$ cat src/rtl/bram_arbiter.sv
// Two-requester arbiter for the shared single-port BRAM: round-robin on ties,
// requester 1 burst lock, and a per-requester starvation guard.
module bram_arbiter #(
    parameter int unsigned DATA_WIDTH = 8,
    parameter int unsigned ADDR_WIDTH = 10,
    parameter int unsigned MAX_WAIT   = 4
) (
    input  logic                  i_clk,
    input  logic                  i_rst,
    input  logic                  i_req0,
    input  logic                  i_req1,
    input  logic [ADDR_WIDTH-1:0] i_addr0,
    input  logic [ADDR_WIDTH-1:0] i_addr1,
    input  logic                  i_write0,
    input  logic                  i_write1,
    input  logic [DATA_WIDTH-1:0] i_wdata0,
    input  logic [DATA_WIDTH-1:0] i_wdata1,
    input  logic                  i_lock1,
    output logic                  o_gnt0,
    output logic                  o_gnt1,
    output logic                  o_rvalid0,
    output logic                  o_rvalid1,
    output logic [DATA_WIDTH-1:0] o_rdata,
    output logic [ADDR_WIDTH-1:0] o_bram_addr,
    output logic                  o_bram_write,
    output logic [DATA_WIDTH-1:0] o_bram_data,
    input  logic [DATA_WIDTH-1:0] i_bram_data
);

    localparam logic [3:0] MaxWait = 4'(MAX_WAIT);

    logic       last_q, last_d;
    logic       lock_q, lock_d;
    logic [3:0] wait0_q, wait0_d;
    logic [3:0] wait1_q, wait1_d;
    logic       rvalid0_q, rvalid1_q;
    logic       starve0, starve1;
    logic       gnt0, gnt1;

    always_comb begin
        starve0 = i_req0 && (wait0_q == MaxWait);
        starve1 = i_req1 && (wait1_q == MaxWait);
        gnt0    = 1'b0;
        gnt1    = 1'b0;
        if (!i_rst) begin
            // last_q names the previous winner, so the other side takes any tie
            if (starve0 && starve1) begin
                gnt0 = last_q;
                gnt1 = !last_q;
            end else if (starve0) begin
                gnt0 = 1'b1;
            end else if (starve1) begin
                gnt1 = 1'b1;
            end else if (lock_q && i_req1) begin
                gnt1 = 1'b1;
            end else if (i_req0 && i_req1) begin
                gnt0 = last_q;
                gnt1 = !last_q;
            end else begin
                gnt0 = i_req0;
                gnt1 = i_req1;
            end
        end
    end

    always_comb begin
        o_bram_addr  = '0;
        o_bram_write = 1'b0;
        o_bram_data  = '0;
        if (gnt0) begin
            o_bram_addr  = i_addr0;
            o_bram_write = i_write0;
            o_bram_data  = i_wdata0;
        end else if (gnt1) begin
            o_bram_addr  = i_addr1;
            o_bram_write = i_write1;
            o_bram_data  = i_wdata1;
        end
    end

    always_comb begin
        last_d = last_q;
        if (gnt0) begin
            last_d = 1'b0;
        end else if (gnt1) begin
            last_d = 1'b1;
        end

        // A starvation-forced grant to requester 0 breaks the lock for good
        lock_d = lock_q;
        if (gnt0 && starve0) begin
            lock_d = 1'b0;
        end else if (!i_lock1) begin
            lock_d = 1'b0;
        end else if (gnt1) begin
            lock_d = 1'b1;
        end

        wait0_d = '0;
        if (i_req0 && !gnt0) begin
            wait0_d = (wait0_q == MaxWait) ? wait0_q : wait0_q + 4'd1;
        end
        wait1_d = '0;
        if (i_req1 && !gnt1) begin
            wait1_d = (wait1_q == MaxWait) ? wait1_q : wait1_q + 4'd1;
        end
    end

    always_ff @(posedge i_clk) begin
        if (i_rst) begin
            last_q    <= 1'b1;
            lock_q    <= 1'b0;
            wait0_q   <= '0;
            wait1_q   <= '0;
            rvalid0_q <= 1'b0;
            rvalid1_q <= 1'b0;
        end else begin
            last_q    <= last_d;
            lock_q    <= lock_d;
            wait0_q   <= wait0_d;
            wait1_q   <= wait1_d;
            rvalid0_q <= gnt0 && !i_write0;
            rvalid1_q <= gnt1 && !i_write1;
        end
    end

    assign o_gnt0    = gnt0;
    assign o_gnt1    = gnt1;
    assign o_rvalid0 = rvalid0_q;
    assign o_rvalid1 = rvalid1_q;
    assign o_rdata   = i_bram_data;

endmodule

$ cat config.mk
export PLATFORM = sky130hd
export DESIGN_NAME = bram_arbiter
export DESIGN_NICKNAME = d
export VERILOG_FILES = /design/src/rtl/bram_arbiter.sv
export SDC_FILE = /design/constraint.sdc
export NUM_CORES = 1
export LEC_CHECK = 0
export BUFFER_PORTS_ARGS = -buffer_cell sky130_fd_sc_hd__buf_2
export CAP_MARGIN = 5
export CORE_UTILIZATION = 30
export CTS_BUF_LIST = sky130_fd_sc_hd__clkbuf_4
export DETAILED_ROUTE_END_ITERATION = 12
export GPL_TIMING_DRIVEN = 0
export HOLD_SLACK_MARGIN = 0.03
export PLACE_DENSITY_LB_ADDON = 0.2
export REMOVE_ABC_BUFFERS = 1
export SLEW_MARGIN = 20
export SYNTH_ARGS = -nofsm -noshare
export SYNTH_HDL_FRONTEND = slang
export SYNTH_SLANG_ARGS = --single-unit
export TNS_END_PERCENT = 1
$ cat constraint.sdc
create_clock -name i_clk -period 1.85 [get_ports i_clk]
set_clock_uncertainty 0.15 [all_clocks]
set_input_delay 0.185 -clock i_clk [delete_from_list [all_inputs] [get_ports i_clk]]
set_output_delay 0.185 -clock i_clk [all_outputs]
set_load 0.03 [all_outputs]
==> out/metrics.yaml <==
die:
  core_sq_um: 2780
  initial_core_utilization: 0.318
  full_die_area_sq_um: 3170
  io_pins: 82
  die_height_microns: 56.3
  die_w_microns: 56.3
  placement_rows: 19
logic_synthesis:
  syn-mean-instance-area_sq_um: 8.85
  number_of_synthesized_flops_with_an_enable_pin: 0
  synth_flop_cell: "dfxtp_1"
  post_synth_instance_area_sq_um: 885
  dominant_cell_by_count_in_the_synthesized_netlist: "a22o_1"
  synthDistinctLibCells: 28
  synth_async_sr_flop_share: 0
  yosysTopAreaCellShare: 0.272
  cells_after_synthesis: 100
  ys_seq_elements: 12
  synth_warnings: 0
  synth.area.top_cells: "dfxtp_1 27%, a22o_1 19%, buf_4 7.6%"
  cell_types_with_the_highest_counts_after_synthesis: "19 x a22o_1, 12 x dfxtp_1, 9 x buf_4"
  yosys.area.top_type: "dfxtp_1"
  portion_of_the_post_synthesis_area_used_by_sequential_elements: 0.272
sta:
  slew_viol_final: 0
  fmax_mhz: 451
  final_min_period_over_clock_period: 1.20
  finalCriticalPeriod_ns: 2.22
  timing_worst_slew_pin_value_ns: 0.375
  setup_repair_after_global_routing_missed_its_margin: "true"
  setup_viol: 21
  fin_ws_ns: -0.365
  headroom_to_the_max_slew_limit: 0.749
  hold_violations: 0
clock_network:
  max-clock-path-buffers: 2
  worst_setup_hold_path_clk_slew_ns: 0.09
  clkSinkCount: 12
  cts_tree: "built"
  clockRootBuffer: "clkbuf_4"
  h-tree-depth: 1
  numCtsBuffers: 3
  worst_skew_pair.late_latency_ns: 0.28
status:
  violations: "negative setup slack"
  status: "finished with violations"
worst_setup_path:
  max_fanout_on_critical_path: 6
  cpMaxStageDelayCell: "dfxtp_2"
  critical_path_buf_inv_count: 3
  r2r-start: "wait0_q[1]"
  most_frequent_cell_on_the_critical_path: "buf_6"
  path_class: "reg2out"
  cp_slowest_stage_delay_ns: 0.33
  startpoint: "wait1_q[0]"
  worst_ep_required_time_ns: 1.51
  critPathTopFamily: "compound AO/OA/AOI/OAI gates"
  endpoint_kind: "output port"
  critical_path.startpoint_type: "flop"
  critical_path_arrival_ns: 1.88
  crit_path_cell_trace: "inv_2 -> ha_4 -> nand3b_4 -> o211ai_4 -> and3_4 -> buf_6 -> a22o_1 -> buf_6"
placement:
  hpwl_mm: 1.81
  place_ws_ns: -0.703
  gp_congestion: 0.711
  dpl.cell_count: 183
  detailed_place.area_sq_um: 1150
  numPortBuffers: 65
drt:
  vias_per_cell: 5.27
  drt_pre_antenna_iters: 4
  route.detailed.drc: 0
  dr.first_iter.drc_count: 14
  postRouteWirelength_mm: 3.10
  routed_wire_length_per_instance_microns: 14.9
  drt.antenna.violating_nets: 0
  vias: 1096
grt:
  global_route_wire_length_before_repair_mm: 4.86
  grt.overflow.total: 0
  grt_start_max_net_pins: 10
  antenna_found_initial: 0
  grt_pass1_vias: 1075
  gr-usage-all-layers: 0.193
power_and_ir_drop:
  p_leak_nw: 0.737
  post-layout-total-power_mw: 0.797
  max-vdd-ir-drop_uv: 491
  pwr_density_cell_nw_per_um2: 512
cells_and_area:
  drive_gt1_frac: 0.599
  layout.cells.non_filler: 208
  insertedDiodeCount: 0
  n_fill_cell: 243
  finish.instance_area_sq_um: 1560
  num-nets-final: 233
  area_growth_pct: 76.0
flow_run:
  max_cap_violations: 0
hold_path:
  hold_class: "in2reg"
  hp-start: "i_write1"
==> flip-flops by register name, indices dropped and copies added (netlist names) <==
signal / cells
last_q: 1
lock_q: 1
o_rvalid0: 1
o_rvalid1: 1
wait0_q: 4
wait1_q: 4
==> path summary, 6_finish.rpt <==
kind	end	slack, ns	depth (start not counted)
worst min-delay path	o_rvalid1	0.04	2
worst min register to register	wait0_q[3]	0.39	2
worst max register to register	wait0_q[1]	0.02	7
worst max-delay path	o_bram_data[7]	-0.37	8
==> layout make-up <==
| class | count | area [sq um] | area share |
|---|---|---|---|
| timing repair buffer | 81 | 559 | 0.359 |
| clock buffer | 3 | 22.5 | 0.0145 |
| inverter | 6 | 22.5 | 0.0145 |
| tap | 31 | 38.8 | 0.0249 |
| sequential | 12 | 246 | 0.158 |
| clock inverter | 1 | 3.75 | 0.00241 |
| multi-input combinational | 74 | 663 | 0.426 |
==> timing repair <==
item / CTS / global route
buffers inserted: 13 / 2
endpoints found under the hold margin: 1 / 0
gates cloned: 5 / 0
hold buffers: 1 / 0
setup endpoints to repair: 22 / 24
pin swaps: 15 / 11
gates resized for setup: 53 / 5
==> layout by cell type, fill, tap and decap left out <==
cell and count:
buf_2 45, buf_4 21, a22o_1 19, buf_6 13, nor2_1 7, dfxtp_1 7
nor3_1 6, a21oi_1 5, dfxtp_2 5, a21oi_4 4, inv_2 3, inv_1 3
and3_4 3, nand3_1 3, xnor2_1 3, ha_1 3, clkbuf_4 3, nand2_1 2
mux2i_1 2, and2b_1 2, nand3b_4 1, nand2b_2 1, and3b_2 1, o211ai_4 1
nor2b_2 1, nand3_4 1, a32oi_4 1, nand2b_1 1, o211ai_1 1, a211o_1 1
o21bai_1 1, nor4bb_1 1, a21o_1 1, xor2_1 1, ha_4 1, clkinv_1 1
dlygate4sd3_1 1, buf_12 1
==> kinds of logic (layout without fill, tap and decap cells) <==
| family | count (synthesis) | after routing | synth area share |
|---|---|---|---|
| flip-flops | 12 | 12 | 0.272 |
| AND/OR/NAND/NOR | 28 | 30 | 0.190 |
| XOR/XNOR | 4 | 4 | 0.0396 |
| buffers and inverters | 19 | 91 | 0.139 |
| multiplexers | 2 | 2 | 0.0226 |
| adder cells (fa/ha/maj) | 4 | 4 | 0.0566 |
| AO/OA/AOI/OAI | 31 | 34 | 0.281 |
==> report_power, final <==
| part | internal (mW) | switching [mW] | leakage [nW] | total, mW |
|---|---|---|---|---|
| Combinational | 0.165 | 0.188 | 0.622 | 0.353 |
| Sequential | 0.266 | 0.00650 | 0.0993 | 0.272 |
| Clock | 0.0781 | 0.0935 | 0.0154 | 0.172 |
==> layer usage <==
layer	global-route usage	wire length [microns]	vias to the layer above
met2	0.344	1620	37
met3	0.0783	174	2
met1	0.223	1290	533
li1	-	-	524
met5	0	0	-
met4	0.0244	21	0
==> through the flow <==
stage | setup TNS, ns | hold WS (ns) | util
6_report | -6.82 | 0.0413 | 0.560
5_1_grt | -8.60 | 0.0318 | 0.560
4_1_cts | -6.78 | 0.0390 | 0.549
3_5_place_dp | -13.55 | 0.220 | 0.414
3_3_place_gp | -19.75 | 0.220 | 0.413
2_1_floorplan | -20.83 | 0.111 | -
No activity file was read; power rests on OpenSTA's default activity.
